`src/rtl/pc_sequencer.sv`:
```
// Fetch PC sequencer with RUN/HALT/EXC control, redirect priority and misalignment faults.
// Optional return-address stack is compiled in only when PC_SEQUENCER_RAS_EN is defined.
module pc_sequencer #(
  parameter int unsigned         NB_WIDTH     = 32,
  parameter logic [NB_WIDTH-1:0] RESET_VECTOR = '0,
  parameter logic [NB_WIDTH-1:0] EXC_VECTOR   = NB_WIDTH'(32'h80),
  parameter int unsigned         STEP         = 4,
  parameter int unsigned         RAS_DEPTH    = 4
) (
  input  logic                clk,
  input  logic                i_rst_n,
  input  logic                i_halt,
  input  logic                i_resume,
  input  logic                i_stall,
  input  logic                i_exc,
  input  logic                i_jump_valid,
  input  logic [NB_WIDTH-1:0] i_jump_addr,
  input  logic                i_branch_valid,
  input  logic [NB_WIDTH-1:0] i_branch_addr,
  input  logic                i_call,
  input  logic [NB_WIDTH-1:0] i_link_addr,
  input  logic                i_ret,
  output logic [NB_WIDTH-1:0] o_pcounter,
  output logic [NB_WIDTH-1:0] o_pcounter4,
  output logic                o_valid,
  output logic [1:0]          o_state,
  output logic [NB_WIDTH-1:0] o_epc,
  output logic                o_misaligned,
  output logic [3:0]          o_ras_count
);

  typedef enum logic [1:0] {
    RUN  = 2'b00,
    HALT = 2'b01,
    EXC  = 2'b10
  } state_e;

  state_e              state_q, state_d;
  logic [NB_WIDTH-1:0] pc_q, pc_d;
  logic [NB_WIDTH-1:0] epc_q, epc_d;
  logic                mis_q, mis_d;

  logic [NB_WIDTH-1:0] ras_top;
  logic                ras_hit;
  logic [NB_WIDTH-1:0] target;
  logic                redirect;
  logic                fault;
  logic                advance;

  assign o_pcounter   = pc_q;
  assign o_pcounter4  = pc_q + NB_WIDTH'(STEP);
  assign o_valid      = (state_q == RUN);
  assign o_state      = state_q;
  assign o_epc        = epc_q;
  assign o_misaligned = mis_q;

  always_comb begin
    redirect = 1'b1;
    target   = o_pcounter4;
    if (ras_hit) begin
      target = ras_top;
    end else if (i_jump_valid) begin
      target = i_jump_addr;
    end else if (i_branch_valid) begin
      target = i_branch_addr;
    end else begin
      redirect = 1'b0;
    end
  end

  assign fault = redirect && (target[1:0] != 2'b00);

  // advance marks a normal RUN step; stack updates are gated on it
  always_comb begin
    state_d = state_q;
    pc_d    = pc_q;
    epc_d   = epc_q;
    mis_d   = 1'b0;
    advance = 1'b0;
    case (state_q)
      RUN: begin
        if (i_exc) begin
          pc_d    = EXC_VECTOR;
          epc_d   = pc_q;
          state_d = EXC;
        end else if (i_halt) begin
          state_d = HALT;
        end else if (!i_stall) begin
          if (fault) begin
            pc_d    = EXC_VECTOR;
            epc_d   = target;
            mis_d   = 1'b1;
            state_d = EXC;
          end else begin
            pc_d    = target;
            advance = 1'b1;
          end
        end
      end
      HALT: begin
        if (!i_halt && i_resume) state_d = RUN;
      end
      default: state_d = RUN;
    endcase
  end

  always_ff @(posedge clk or negedge i_rst_n) begin
    if (!i_rst_n) begin
      state_q <= RUN;
      pc_q    <= RESET_VECTOR;
      epc_q   <= '0;
      mis_q   <= 1'b0;
    end else begin
      state_q <= state_d;
      pc_q    <= pc_d;
      epc_q   <= epc_d;
      mis_q   <= mis_d;
    end
  end

`ifdef PC_SEQUENCER_RAS_EN
  // Entry 0 is the top; a push shifts toward the bottom and drops the oldest when full
  logic [NB_WIDTH-1:0] ras_q [RAS_DEPTH];
  logic [NB_WIDTH-1:0] ras_d [RAS_DEPTH];
  logic [3:0]          cnt_q, cnt_d;
  logic                push, pop;

  assign ras_top     = ras_q[0];
  assign ras_hit     = i_ret && (cnt_q != '0);
  assign push        = advance && i_call;
  assign pop         = advance && ras_hit;
  assign o_ras_count = cnt_q;

  always_comb begin
    ras_d = ras_q;
    cnt_d = cnt_q;
    if (push && pop) begin
      ras_d[0] = i_link_addr;
    end else if (push) begin
      for (int unsigned i = RAS_DEPTH - 1; i > 0; i--) ras_d[i] = ras_q[i-1];
      ras_d[0] = i_link_addr;
      if (cnt_q != 4'(RAS_DEPTH)) cnt_d = cnt_q + 4'd1;
    end else if (pop) begin
      for (int unsigned i = 0; i < RAS_DEPTH - 1; i++) ras_d[i] = ras_q[i+1];
      ras_d[RAS_DEPTH-1] = '0;
      cnt_d = cnt_q - 4'd1;
    end
  end

  always_ff @(posedge clk or negedge i_rst_n) begin
    if (!i_rst_n) begin
      for (int unsigned i = 0; i < RAS_DEPTH; i++) ras_q[i] <= '0;
      cnt_q <= '0;
    end else begin
      ras_q <= ras_d;
      cnt_q <= cnt_d;
    end
  end
`else
  logic unused_ras;

  assign ras_top     = '0;
  assign ras_hit     = 1'b0;
  assign o_ras_count = '0;
  assign unused_ras  = ^{i_call, i_ret, i_link_addr, advance, 4'(RAS_DEPTH)};
`endif

endmodule
```
`config.mk`:
```
export PLATFORM = sky130hd
export DESIGN_NAME = pc_sequencer
export DESIGN_NICKNAME = d
export VERILOG_FILES = /design/src/rtl/pc_sequencer.sv
export SDC_FILE = /design/constraint.sdc
export NUM_CORES = 1
export LEC_CHECK = 0
export CAP_MARGIN = 20
export CORE_AREA = 5 5 138 140
export CTS_CLUSTER_SIZE = 14
export DETAILED_ROUTE_END_ITERATION = 10
export DIE_AREA = 0 0 143 145
export HOLD_SLACK_MARGIN = 0.03
export PLACE_DENSITY = 0.56
export SETUP_SLACK_MARGIN = 0.5
export SLEW_MARGIN = 40
export SYNTH_ARGS = -nofsm -noshare
export SYNTH_HDL_FRONTEND = slang
export SYNTH_SLANG_ARGS = --single-unit
export TNS_END_PERCENT = 1
```
`constraint.sdc`:
```
create_clock -name clk -period 1.9 [get_ports clk]
set_input_delay 0.38 -clock clk [delete_from_list [all_inputs] [get_ports clk]]
set_output_delay 0.38 -clock clk [all_outputs]
set_load 0.005 [all_outputs]
```
==> out/summary.txt <==
status = finished, violations left
violated checks = negative setup slack
total CTS buffers = 9
Final ANT Viol Nets = 0
Die Width = 143 µm
CTS root buffer = clkbuf_16
Pre-Repair DR Iteration Count = 5
Yosys reg bits = 67
routability cong. = 0.8691
worst setup slack after layout = -615.2 ps
Worst IR Drop VDD = 0.4713 mV
Final min period = 2515 ps
worst path bufs/invs = 2
synth top area cells = dfrtp_1 39%, o21ai_0 5.1%, nand2_1 5.0%, a21oi_1 3.9%, clkbuf_8 3.2%
ys flop type = dfrtp_1
final wirelength = 19.75 mm
layout cells sized above 1 = 36.59%
Post-Syn Area = 4314 µm²
Final HPWL DP = 14.65 mm
Antenna diodes = 0
via count = 4959
Gate Count Post-Synth = 487
Layout area overhead = 77.99%
CP max FO = 3
clk buf depth = 2
routed vias/inst = 5.029
MaxCap Viol Count = 0
final net count = 860
WP data arrival = 2140 ps
Leak = 0.003700 µW
CP Cell Sequence = nand4_4 -> or4_4 -> buf_4 -> nor3_4 -> xor2_1 -> buf_2
vias in the first global route = 5265
Netlist cell types = 63
Final Hold Viols = 0
fin area = 7679 µm²
Worst Hold Class = input pin to flop
RSZ-0062 raised after global routing = yes
Mean Syn Cell Area = 8.859 µm²
Initial Utilization = 24.35%
clock latency on the worst-skew pair = 330 ps
fin crit share = 132.4%
Crit path required time = 1520 ps
GRT Util Overall = 18.72%
DRC viols = 0
most used routing layer = met2
Worst Setup End Kind = primary output
Fmax = 397.6 MHz
# port buffers = 171
Crit Path Class = flop to primary output
FP Rows = 49
Power Density = 679.9 nW/µm²
Layout Skew = 8.108 ps
post-synth top area share = 38.86%
Top delay family on crit path = simple AND/OR/NAND/NOR gates
area leader, netlist = dfrtp_1
first-pass GRT wire length = 30.30 mm
total gr overflow = 0
WHS = 409.4 ps
H-tree Lvls = 3
initial antenna violation count = 0
WL per Instance = 20.03 µm
Final setup viols = 50
pins over their slew limit = 0
Post-synth EDFFs = 0
register area share after synthesis = 38.86%
final core occ = 43.34%
top-level I/O count = 210
met3 GRT Util = 3.718%
dpl cell area = 6882 µm²
slowest stage delay, CP = 580 ps
First DRT Iteration DRCs = 342
area of the die = 20740 µm²
slowest CP cell = or4_4
CP Launch Type = flop
Power, Total = 5221 µW
register clock-pin slew on the reported worst setup and hold paths = 60 ps
Die Y = 145 µm
Warnings, synthesis = 0
core area = 17720 µm²
largest net degree at the start of global routing = 44
M1 GR Usage = 25.03%
Sink Count = 67
routing usage on met2 = 31.04%
post-synthesis async set-or-reset flop share = 100.0%
Setup WS pre-CTS = -671.2 ps
CTS tree = yes
cell type report:
class	count	area, µm²
Fill cell	1752	10040
Multi-Input combinational cell	359	2694
Timing Repair Buffer	298	2666
Sequential cell	67	1684
Tap cell	229	286.5
Clock buffer	12	236.5
Inverter	18	71.32
Clock inverter	3	40.04
sequential cells by signal, indices dropped and copies added (netlist names):
register,count
o_epc,32
o_misaligned,1
o_pcounter,32
o_state,2
placed cells by master, fill, tap and decap left out, types with 10 or more instances in the layout:
cell type        instances
clkdlybuf4s50_1         67
nand3_1                 10
clkdlybuf4s15_1         12
xnor2_2                 11
inv_1                   15
o21ai_0                 28
buf_2                   29
nand2_1                 56
nor2_1                  15
dfrtp_1                 61
dlygate4sd2_1           33
buf_6                   47
a21oi_1                 30
nor3_1                  12
buf_4                   90
o21ai_1                 14
where the power goes:
part           total (µW)  internal, µW  switching, µW
registers            1850          1680            167
clock network        1630          1010            624
logic                1740           896            845
total                5220          3580           1640
synthesized netlist by cell type (9+ instances only):
cell / count
o21ai_0: 44
nor2_1: 21
xor2_1: 11
inv_1: 17
xnor2_1: 15
dfrtp_1: 67
mux2i_1: 9
clkbuf_8: 10
nand3_1: 13
o31ai_1: 9
nand2_1: 58
nor3_1: 16
a21oi_1: 34
a22o_1: 9
clkbuf_1: 20
metrics by stage:
stage / instances / TNS [ps]
after floorplan: 490 / -3465
after global placement: 957 / -36640
after detailed placement: 957 / -40330
after CTS: 984 / -16410
after global routing: 986 / -19230
final: 986 / -13530
kinds of logic (layout without fill, tap and decap cells):
| family | count (synthesis) | after routing | share of synthesized area, % |
|---|---|---|---|
| multiplexers | 11 | 11 | 2.610 |
| flip-flops | 67 | 67 | 38.86 |
| adder cells (fa/ha/maj) | 1 | 1 | 0.2900 |
| buffers and inverters | 64 | 331 | 9.019 |
| AND/OR/NAND/NOR | 159 | 159 | 19.92 |
| AO/OA/AOI/OAI | 158 | 158 | 23.93 |
| XOR/XNOR | 26 | 26 | 5.278 |
| other | 1 | 4 | 0.08692 |
worst register-to-register path: stages (launching register included):
cell	delay, ps
dfrtp_2	430
ha_4	170
nand3_4	120
buf_6	180
buf_6	120
nor3_4	160
xor2_1	110
a222oi_1	340
o21ai_1	150
mux2_2	280
layer usage:
metal	share of wire, %	routed length [µm]
met5	0	0
met4	1.7	335
met3	5.6	1101
met2	48	9537
met1	44	8777
repair_timing:
action                     4_1_cts  5_1_grt
pin swaps                       32       21
setup buffers                   11        2
setup endpoints to repair      166      126
gates resized for setup        319       68
hold endpoints to repair        24        0
hold buffers                     1        0
path summary, 6_finish.rpt:
kind                       cells after the start     startpoint         endpoint  slack [ps]
min in group asynchronous                      2        i_rst_n        o_epc[28]         500
hold / removal                                 3         i_halt       o_state[0]         410
setup / recovery                               6  o_pcounter[2]  o_pcounter4[21]        -620
setup reg to reg                               9  o_pcounter[2]        o_epc[14]        -280
max in group asynchronous                      3        i_rst_n   o_pcounter[15]         790
hold reg to reg                                2       o_epc[8]         o_epc[8]         470
No activity file was read; power rests on OpenSTA's default activity.
